<file path="config.mk">
export PLATFORM = sky130hd
export DESIGN_NAME = io_uart_tx_port
export DESIGN_NICKNAME = d
export VERILOG_FILES = /design/src/rtl/io_bus_pkg.sv /design/src/rtl/io_sync_fifo.sv /design/src/rtl/io_uart_tx_port.sv
export SDC_FILE = /design/constraint.sdc
export NUM_CORES = 1
export LEC_CHECK = 0
export BUFFER_PORTS_ARGS = -buffer_cell sky130_fd_sc_hd__buf_2
export CAP_MARGIN = 40
export CELL_PAD_IN_SITES_DETAIL_PLACEMENT = 0
export CELL_PAD_IN_SITES_GLOBAL_PLACEMENT = 2
export CORE_AREA = 2 2 162 148
export CTS_CLUSTER_DIAMETER = 120
export DETAILED_ROUTE_END_ITERATION = 7
export DIE_AREA = 0 0 164 150
export PLACE_DENSITY_LB_ADDON = 0.15
export SLEW_MARGIN = 20
export SYNTH_ARGS = -nofsm -noshare
export SYNTH_HDL_FRONTEND = slang
export SYNTH_SLANG_ARGS = --single-unit
</file>
<file path="constraint.sdc">
create_clock -name clk -period 3.15 [get_ports clk]
set_clock_uncertainty 0.2 [all_clocks]
set_input_delay 0.315 -clock clk [delete_from_list [all_inputs] [get_ports clk]]
set_output_delay 0.315 -clock clk [all_outputs]
set_load 0.05 [all_outputs]
</file>
<file path="src/rtl/io_bus_pkg.sv">
// Shared definitions for the Risc32 io-bus UART transmit port:
// register offsets, access-size encodings, serializer states, STATUS bit layout.
package io_bus_pkg;

  // Register offsets within the 16-byte window
  localparam logic [3:0] OFF_TXDATA  = 4'h0;
  localparam logic [3:0] OFF_STATUS  = 4'h4;
  localparam logic [3:0] OFF_DIVISOR = 4'h8;
  localparam logic [3:0] OFF_CYCLES  = 4'hC;

  // io_data_size encodings (load/store funct3)
  localparam logic [2:0] SIZE_B  = 3'b000;
  localparam logic [2:0] SIZE_H  = 3'b001;
  localparam logic [2:0] SIZE_W  = 3'b010;
  localparam logic [2:0] SIZE_BU = 3'b100;
  localparam logic [2:0] SIZE_HU = 3'b101;

  // Serializer states
  typedef enum logic [1:0] {
    ST_IDLE  = 2'd0,
    ST_START = 2'd1,
    ST_DATA  = 2'd2,
    ST_STOP  = 2'd3
  } uart_state_t;

  // STATUS register bit positions
  localparam int STAT_FULL    = 0;
  localparam int STAT_EMPTY   = 1;
  localparam int STAT_BUSY    = 2;
  localparam int STAT_OVF     = 3;
  localparam int STAT_CNT_LSB = 8;

  // True for the byte-wide store encodings (signed or unsigned)
  function automatic logic is_byte_size(input logic [2:0] size);
    return (size == SIZE_B) || (size == SIZE_BU);
  endfunction

endpackage

</file>
<file path="src/rtl/io_sync_fifo.sv">
// Single-clock FIFO with occupancy count. Storage is not reset; only the
// pointers and count are. Pushes into a full FIFO and pops from an empty one
// are ignored.
module io_sync_fifo #(
  parameter int DATA_W = 8,
  parameter int DEPTH  = 8
) (
  input  logic                       clk,
  input  logic                       reset,
  input  logic                       push,
  input  logic [DATA_W-1:0]          din,
  input  logic                       pop,
  output logic [DATA_W-1:0]          dout,
  output logic                       full,
  output logic                       empty,
  output logic [$clog2(DEPTH):0]     count
);

  localparam int AW = $clog2(DEPTH);
  localparam int CW = AW + 1;

  logic [DATA_W-1:0] mem [DEPTH];
  logic [AW-1:0]     wr_ptr;
  logic [AW-1:0]     rd_ptr;
  logic              push_ok;
  logic              pop_ok;

  assign full    = (count == CW'(DEPTH));
  assign empty   = (count == '0);
  assign push_ok = push && !full;
  assign pop_ok  = pop && !empty;
  assign dout    = mem[rd_ptr];

  // Storage write; data path carries no reset
  always_ff @(posedge clk) begin
    if (push_ok) mem[wr_ptr] <= din;
  end

  // Pointer and occupancy bookkeeping; pointers wrap naturally (DEPTH is 2^AW)
  always_ff @(posedge clk or posedge reset) begin
    if (reset) begin
      wr_ptr <= '0;
      rd_ptr <= '0;
      count  <= '0;
    end else begin
      if (push_ok) wr_ptr <= wr_ptr + AW'(1);
      if (pop_ok)  rd_ptr <= rd_ptr + AW'(1);
      case ({push_ok, pop_ok})
        2'b10:   count <= count + CW'(1);
        2'b01:   count <= count - CW'(1);
        default: count <= count;
      endcase
    end
  end

endmodule

</file>
<file path="src/rtl/io_uart_tx_port.sv">
// Memory-mapped UART transmit port on the Risc32 data-side io bus.
// TXDATA pushes bytes into a FIFO drained by an 8N1 serializer; STATUS,
// DIVISOR (clocks per bit) and a free-running CYCLES counter are also mapped.
module io_uart_tx_port
  import io_bus_pkg::*;
#(
  parameter logic [31:0] BASE_ADDR    = 32'h0000_1000,
  parameter logic [15:0] CLKS_PER_BIT = 16'd868,
  parameter int          FIFO_DEPTH   = 8
) (
  input  logic        clk,
  input  logic        reset,
  input  logic [31:0] io_address,
  input  logic [31:0] io_write_value,
  input  logic        io_write_en,
  input  logic        io_read_en,
  input  logic [2:0]  io_data_size,
  output logic [31:0] io_read_value,
  output logic        io_sel,
  output logic        uart_tx
);

  localparam int CW = $clog2(FIFO_DEPTH) + 1;

  logic [3:0]  offset;
  logic        acc_ok;
  logic        wr_txdata;
  logic        wr_divisor;
  logic        wr_cycles;
  logic        rd_status;

  logic [15:0] divisor;
  logic [31:0] cycles;
  logic        overflow;

  logic        fifo_pop;
  logic [7:0]  fifo_dout;
  logic        fifo_full;
  logic        fifo_empty;
  logic [CW-1:0] fifo_count;

  uart_state_t state;
  logic [15:0] baud_cnt;
  logic [2:0]  bit_idx;
  logic [7:0]  shreg;
  logic        bit_tick;
  logic [15:0] div_eff;
  logic [15:0] reload;

  logic        unused_wdata_hi;

  assign unused_wdata_hi = ^io_write_value[31:16];

  // Address decode: only aligned accesses inside the window are honoured
  assign io_sel     = (io_address[31:4] == BASE_ADDR[31:4]);
  assign offset     = io_address[3:0];
  assign acc_ok     = io_sel && (io_address[1:0] == 2'b00);
  assign wr_txdata  = io_write_en && acc_ok && (offset == OFF_TXDATA);
  assign wr_divisor = io_write_en && acc_ok && (offset == OFF_DIVISOR);
  assign wr_cycles  = io_write_en && acc_ok && (offset == OFF_CYCLES);
  assign rd_status  = io_read_en  && acc_ok && (offset == OFF_STATUS);

  // A zero divisor would stall the baud counter, so it behaves as one
  assign div_eff  = (divisor == 16'd0) ? 16'd1 : divisor;
  assign reload   = div_eff - 16'd1;
  assign bit_tick = (baud_cnt == 16'd0);
  assign fifo_pop = !fifo_empty &&
                    ((state == ST_IDLE) || ((state == ST_STOP) && bit_tick));

  io_sync_fifo #(
    .DATA_W (8),
    .DEPTH  (FIFO_DEPTH)
  ) u_fifo (
    .clk   (clk),
    .reset (reset),
    .push  (wr_txdata),
    .din   (io_write_value[7:0]),
    .pop   (fifo_pop),
    .dout  (fifo_dout),
    .full  (fifo_full),
    .empty (fifo_empty),
    .count (fifo_count)
  );

  // DIVISOR: byte stores touch only the low byte
  always_ff @(posedge clk or posedge reset) begin
    if (reset) begin
      divisor <= CLKS_PER_BIT;
    end else if (wr_divisor) begin
      if (is_byte_size(io_data_size)) divisor[7:0] <= io_write_value[7:0];
      else                            divisor     <= io_write_value[15:0];
    end
  end

  // CYCLES: free-running, a store clears it and wins over the increment
  always_ff @(posedge clk or posedge reset) begin
    if (reset)          cycles <= '0;
    else if (wr_cycles) cycles <= '0;
    else                cycles <= cycles + 32'd1;
  end

  // Sticky overflow: a dropped push sets it, a STATUS read clears it
  always_ff @(posedge clk or posedge reset) begin
    if (reset)                        overflow <= 1'b0;
    else if (wr_txdata && fifo_full)  overflow <= 1'b1;
    else if (rd_status)               overflow <= 1'b0;
  end

  // Shift register: loaded on pop, shifted at each data-bit boundary
  always_ff @(posedge clk) begin
    if (fifo_pop)                           shreg <= fifo_dout;
    else if ((state == ST_DATA) && bit_tick) shreg <= {1'b0, shreg[7:1]};
  end

  // 8N1 serializer; the line level is registered alongside the state
  always_ff @(posedge clk or posedge reset) begin
    if (reset) begin
      state    <= ST_IDLE;
      uart_tx  <= 1'b1;
      baud_cnt <= '0;
      bit_idx  <= '0;
    end else begin
      case (state)
        ST_IDLE: begin
          if (!fifo_empty) begin
            state    <= ST_START;
            uart_tx  <= 1'b0;
            baud_cnt <= reload;
          end
        end
        ST_START: begin
          if (bit_tick) begin
            state    <= ST_DATA;
            uart_tx  <= shreg[0];
            bit_idx  <= 3'd0;
            baud_cnt <= reload;
          end else begin
            baud_cnt <= baud_cnt - 16'd1;
          end
        end
        ST_DATA: begin
          if (bit_tick) begin
            baud_cnt <= reload;
            if (bit_idx == 3'd7) begin
              state   <= ST_STOP;
              uart_tx <= 1'b1;
            end else begin
              bit_idx <= bit_idx + 3'd1;
              uart_tx <= shreg[1];
            end
          end else begin
            baud_cnt <= baud_cnt - 16'd1;
          end
        end
        ST_STOP: begin
          if (bit_tick) begin
            baud_cnt <= reload;
            if (!fifo_empty) begin
              state   <= ST_START;
              uart_tx <= 1'b0;
            end else begin
              state   <= ST_IDLE;
              uart_tx <= 1'b1;
            end
          end else begin
            baud_cnt <= baud_cnt - 16'd1;
          end
        end
        default: begin
          state   <= ST_IDLE;
          uart_tx <= 1'b1;
        end
      endcase
    end
  end

  // Combinational read mux, zero outside mapped aligned registers
  always_comb begin
    io_read_value = '0;
    if (acc_ok) begin
      case (offset)
        OFF_STATUS: begin
          io_read_value[STAT_FULL]  = fifo_full;
          io_read_value[STAT_EMPTY] = fifo_empty;
          io_read_value[STAT_BUSY]  = (state != ST_IDLE);
          io_read_value[STAT_OVF]   = overflow;
          io_read_value[STAT_CNT_LSB +: 8] = 8'(fifo_count);
        end
        OFF_DIVISOR: io_read_value = {16'd0, divisor};
        OFF_CYCLES:  io_read_value = cycles;
        default:     io_read_value = '0;
      endcase
    end
  end

endmodule

</file>
### Word-level counts from Yosys, hierarchy flattened

Memories as Yosys holds them, arrays and structs flattened.
Index checks and enable logic that the tools add are counted.

* bits in registers: 89
* latch bits: 0
* memory bits (writable): 64
* ROM bits: 0
* input bits: 71
* output and inout bits: 34
* memories kept: 1

Memory list
* u_fifo.mem: words 8, bits a word 8, rd ports 1, clocked after Yosys merged registers in 0, write ports 1, RTL line io_sync_fifo.sv:22 `logic [DATA_W-1:0] mem [DEPTH];`

* add/subtract/negate cells: 8
* multiply operators: 0
* divide/modulo/power cells: 0
* order comparisons: 0
* equal/unequal tests: 18
* shifts and indexed selects: 0
* muxes and demuxes: 35
* bitwise gates (word level): 1
* reductions and logical operators: 34

Operators by type and width (number)
* 16-bit 2-to-1 mux: 4
* 32-bit 2-to-1 mux: 2
* 32-bit by 1-bit adder with 32-bit output (second input constant): 1
* 16-bit zero test: 2
* 16-bit one-hot mux with 2 select lines: 1
* 16-bit by 1-bit subtractor with 16-bit output (second input constant): 2
* 28-bit by 9-bit == test with 1-bit output (second input constant): 1
* 8-bit one-hot mux with 3 select lines: 1
* 8-bit 2-to-1 mux: 2
* 4-bit one-hot mux with 2 select lines: 2
* 1-bit logical AND: 13
* 4-bit == test (second input constant): 3
* 4-bit one-hot mux with 3 select lines: 1
* 1-bit 2-to-1 mux: 11
* 2-bit 2-to-1 mux: 5
* 2-bit inequality test (second input constant): 5
* 2-bit nonzero test: 5
* 3-bit by 1-bit adder with 3-bit output (second input constant): 3
* 3-bit 2-to-1 mux: 3
* 4-bit zero test: 2
* 2-bit one-hot mux with 4 select lines: 1
* 4-bit AND reduction: 2
* 2-bit == test (second input constant): 3
* 3-bit == test (second input constant): 2
* 15 further kinds: 19

### Depth between registers and ports, before layout

* depth after elaboration: 7
* mapped depth: 15
* mapped depth without buffers: 13

### By module

From an unflattened synthesis, not the netlist that was laid out.

* cell total of the unflattened synthesis: 683
* area total of the unflattened synthesis: 8005.2 um^2

Modules (own cells, without submodules)
* io_uart_tx_port: instances 1, cells each 522, area an instance 4869.7 um^2, seq. area each 2024.4 um^2
* io_sync_fifo: instances 1, cells each 161, area an instance 3135.5 um^2, seq. area each 2172.1 um^2

### Worst setup path after synthesis

OpenSTA, ideal clock, no wires.

* kind: register -> register
* from: reg baud_cnt[10]
* to: reg u_fifo.count[3]
* library setup time: 126 ps
* arrival time: 2753 ps
* required time: 2824 ps
* slack: 71 ps
* stages on the path, launching flop included: 14
* path buffers: 2
* cell sequence: dfrtp_1 > nor4_1 > and4_1 > clkbuf_2 > a21oi_1 > nor2_1 > buf_4 > ha_1 > ha_1 > a21o_1 > a21oi_1 > xnor2_1 > nor2_1 > xor2_1

* word-level cells in the longest chain between the ends: 7
* elaborated cells between the ends (all ways): 9
* those cells by class: 2 x eq/ne; 1 x mux; 6 x reduce/logical

RTL lines
* start, declared: RTL line io_uart_tx_port.sv:43 `logic [15:0] baud_cnt;`
* start signal, assigned: RTL line io_uart_tx_port.sv:128 `baud_cnt <= reload;`
* start signal, assigned: RTL line io_uart_tx_port.sv:136 `baud_cnt <= reload;`
* start signal, assigned: RTL line io_uart_tx_port.sv:138 `baud_cnt <= baud_cnt - 16'd1;`
* 16-bit zero test *: RTL line io_uart_tx_port.sv:66 `assign bit_tick = (baud_cnt == 16'd0);`
* 1-bit logical AND *: RTL line io_uart_tx_port.sv:68 `((state == ST_IDLE) || ((state == ST_STOP) && bit_tick));`
* 1-bit logical OR *: RTL line io_uart_tx_port.sv:68
* 1-bit logical AND *: RTL line io_uart_tx_port.sv:67 `assign fifo_pop = !fifo_empty &&`
* 1-bit logical AND *: RTL line io_sync_fifo.sv:31 `assign pop_ok = pop && !empty;`
* net u_fifo.pop_ok: RTL line io_sync_fifo.sv:26 `logic pop_ok;`
* 2-bit by 1-bit == test with 1-bit output or 2-bit == test (tied branches): RTL line io_sync_fifo.sv:48 `case ({push_ok, pop_ok})`
* 4-bit one-hot mux with 2 select lines or 2-bit nonzero test (tied branches)
* end signal, assigned: RTL line io_sync_fifo.sv:49 `2'b10: count <= count + CW'(1);`
* end signal, assigned: RTL line io_sync_fifo.sv:50 `2'b01: count <= count - CW'(1);`
* end signal, assigned: RTL line io_sync_fifo.sv:51 `default: count <= count;`
* end, declared: RTL line io_sync_fifo.sv:16 `output logic [$clog2(DEPTH):0] count`

The timed path passes the listed nets; every way through them passes the cells marked *.
A chain may end at the register's enable or synchronous reset.

### Worst setup path in the final report

* from: reg baud_cnt[0]
* to: reg u_fifo.count[3]

* word-level cells in the longest chain between the ends: 7
* elaborated cells between the ends (all ways): 9
* those cells by class: 2 x eq/ne; 1 x mux; 6 x reduce/logical

RTL lines (RTL line)
* 16-bit zero test *: io_uart_tx_port.sv:66
* 1-bit logical AND *: io_uart_tx_port.sv:68
* 1-bit logical OR *: io_uart_tx_port.sv:68
* 1-bit logical AND *: io_uart_tx_port.sv:67
* 1-bit logical AND *: io_sync_fifo.sv:31
* 2-bit by 1-bit == test with 1-bit output or 2-bit == test (tied branches): io_sync_fifo.sv:48
* 4-bit one-hot mux with 2 select lines or 2-bit nonzero test (tied branches)

Mark *: on every way between the ends. The rest lies on a longest branch, timed or not.

==> out/results.tsv <==
stage	metric	value	unit
run_status	status	finished, final reports clean	
clock_network	root buffer cell	clkbuf_16	
placement	dpl cells	1066	
sta	min cycle time layout	2960	ps
grt	number of global-route vias before repair	5767	
placement	Final GP Congestion	0.754	
pwr	Max VDD drop	0.300	mV
final_layout	layout cells sized above 1	0.328	
drt	vias per inst	5.18	
clock_network	TritonCTS clock tree	built	
yosys	top cells by area, synth	edfxtp_1, dfrtp_1, mux2_2	
yosys	synthesized area	7890	sq um
yosys	count leader, synth	dfrtp_1	
yosys	sequential area share after synthesis	0.532	
yosys	Synth cell types	66	
yosys	Synth top area share	0.274	
yosys	EDFF count, synth	72	
grt	pin count of the biggest net entering global routing	37	
yosys	register bit total from synthesis	153	
floorplanning	core footprint	23000	sq um
drt	via count	5750	
worst_setup_path	crit end category	register	
yosys	Syn Area/Cell	12.1	sq um
drt	DRT antenna net count	0	
sta	final worst slack	194	ps
drt	wire per inst	18.1	um
sta	slew at the pin closest to its max-slew limit	636	ps
worst_setup_path	critical path class	register to register	
placement	post-placement cell area	8990	sq um
clock_network	clock latency on the worst-skew pair	430	ps
final_layout	Final nets	882	
clock_network	Worst-path clk slew	70	ps
grt	remaining global-route overflow	0	
floorplanning	die area	24600	sq um
sta	fin crit share	0.938	
yosys	area leader, netlist	edfxtp_1	
drt	WL final	20000	um
drt	DR iter-0 viols	405	
placement	dpl ws	-34.4	ps
worst_setup_path	WP data required	3260	ps
sta	worst rel slew slack	0.576	
yosys	Mapped Nets	742	
pwr	Leak Pwr	4.04	nW
sta	Hold Fails Final Rpt	0	
yosys	cells after synthesis	654	
yosys	Synth Flop Type	dfrtp_1	
clock_network	htree depth	4	
worst_setup_path	startpoint type of the worst setup path	register	
final_layout	antenna diode count	0	
floorplanning	die width	164	um
clock_network	post-CTS setup buffers	0	
grt	initial antenna violation count	0	
final_layout	Final Instance Count excl. Fillers	1109	
job	Max-Cap Viols	0	
drt	# DRC	0	
final_layout	synthesis-to-finish area growth	23.6	%
worst_setup_path	crit path DAT	3060	ps
yosys	synth cell count leaders	dfrtp_1, edfxtp_1, nor2_1	
clock_network	maximum clock path buffer count	2	
floorplanning	# rows	53	
sta	Max Slew Vio Count	0	
clock_network	# clock sinks	153	
placement	IO buf count	87	
yosys	synthesis warning total	0	
floorplanning	Ports	105	
sta	RSZ-0062 raised after global routing	false	
clock_network	TritonCTS Buffers	17	
sta	Peak Freq	338	MHz
drt	drt pass-1 iters	5	
grt	first-pass GRT wire length	32100	um
yosys	Async SR Flop Fraction	0.529	
final_layout	post-route design area	9750	sq um
placement	Final HPWL DP	14400	um
worst_setup_path	CP Max Fanout	4	
sta	final setup fails	0	
hold_path	hold crit path type	input port to register	
pwr	power density over the cells	498	nW/um^2
grt	overall global routing resource usage	0.173	
floorplanning	Initial Utilization	0.343	
floorplanning	die height	150	um
sequential cells by signal, indices dropped and copies added, names as in the netlist:
signal,flops
baud_cnt,16
bit_idx,3
cycles,32
divisor,16
overflow,1
shreg,8
state,2
u_fifo.count,4
u_fifo.mem,64
u_fifo.rd_ptr,3
u_fifo.wr_ptr,3
uart_tx,1
repair_timing:
| item | 4_1_cts | 5_1_grt |
|---|---|---|
| hold endpoints to repair | 36 | 0 |
| setup endpoints to repair | 0 | 3 |
| hold buffers | 11 | 0 |
| resized for setup | 0 | 4 |
kinds of logic (layout without fill, tap and decap cells):
family                   Yosys count  after routing  share of synthesized area
AND/OR/NAND/NOR                  241            241                      0.171
buffers and inverters             45            198                     0.0240
AO/OA/AOI/OAI                     86             86                     0.0771
adder cells (fa/ha/maj)           17             17                     0.0279
multiplexers                      67             67                      0.118
XOR/XNOR                          45             45                     0.0500
flip-flops                       153            153                      0.532
critical path: stages (launching register included):
cell and delay, ps:
dfrtp_1 400, inv_1 70, ha_1 200, nor3b_2 150, and4_1 240, a21oi_2 230, nor2_2 90, ha_1 260
ha_1 290, a21o_1 180, a21oi_1 180, xnor2_1 140, nor2_1 60, xor2_1 140
stage by stage:
step / total power [mW] / utilization / hold slack (ps) / TNS, ps
2_1_floorplan: 2.54 / - / 214 / 0
3_3_place_gp: 2.73 / 0.390 / 264 / 0
3_5_place_dp: 2.75 / 0.391 / 121 / -34.4
4_1_cts: 4.91 / 0.423 / 3.69 / 0
5_1_grt: 5.05 / 0.424 / 4.95 / 0
6_report: 4.85 / 0.424 / 15.0 / 0
cell type report:
cell class | count | area [sq um]
well taps | 302 | 378
fillers | 2148 | 13300
multi-input cells | 456 | 3520
inverters | 14 | 53.8
repair buffers | 152 | 976
clock buffers | 17 | 425
flip-flops and latches | 153 | 4200
clock inverters | 15 | 199
cells in the final DEF, fill, tap and decap left out, types with 3 or more instances in the layout:
cell           synthesis  routed
buf_2                 12      87
dfrtp_1               75      75
edfxtp_1              72      72
nor2_1                58      57
buf_4                  1      52
mux2_2                48      48
nand2_1               37      37
xor2_1                29      29
nand3_1               20      20
nor3_1                20      20
and2_1                20      20
o21ai_0               17      17
nand4_1               17      17
clkbuf_16              0      17
xnor2_1               16      16
mux4_2                16      16
ha_1                  16      16
a21oi_1               16      15
inv_1                 14      13
nor4_1                12      12
and3_1                12      12
dlygate4sd3_1          0      11
a22oi_1                9       9
nor2b_1                7       7
nor4_2                 6       6
and4_1                 6       6
dfstp_2                6       6
a22o_1                 5       5
inv_8                  0       5
nor4b_1                4       4
or3_1                  4       4
o31ai_1                4       4
a211oi_1               4       4
clkinv_8               0       4
mux2i_1                3       3
or4_1                  3       3
a221o_1                3       3
o21a_1                 3       3
a21o_1                 3       3
a31oi_1                3       3
where the power goes:
group          total (mW)  internal, mW  switching (mW)  leakage, nW
logic               0.552         0.239           0.313         2.03
clock network        2.14          1.16           0.984        0.306
registers            2.16          2.12          0.0345         1.70
layer usage:
metal  vias up  global-route usage  share of wire
met1      2896               0.250           0.49
met5         -                   0              0
met3        11              0.0327          0.035
li1       2731                   -              -
met4         0              0.0386         0.0072
met2       112               0.269           0.46
worst paths after layout:
path,start,endpoint,slack (ps),cells past startpoint
hold / removal,io_write_value[4],u_fifo.mem[6][4]$_DFFE_PP_,20,1
max in group asynchronous,reset,divisor[2]$_DFFE_PP1P_,1700,5
hold reg to reg,uart_tx$_DFFE_PP1P_,uart_tx$_DFFE_PP1P_,280,2
setup / recovery,baud_cnt[0]$_DFFE_PP0P_,u_fifo.count[3]$_DFFE_PP0P_,190,13
setup reg to reg,baud_cnt[0]$_DFFE_PP0P_,u_fifo.count[3]$_DFFE_PP0P_,190,13
min in group asynchronous,reset,cycles[19]$_DFF_PP0_,210,3
(Power assumes the default switching activity.)
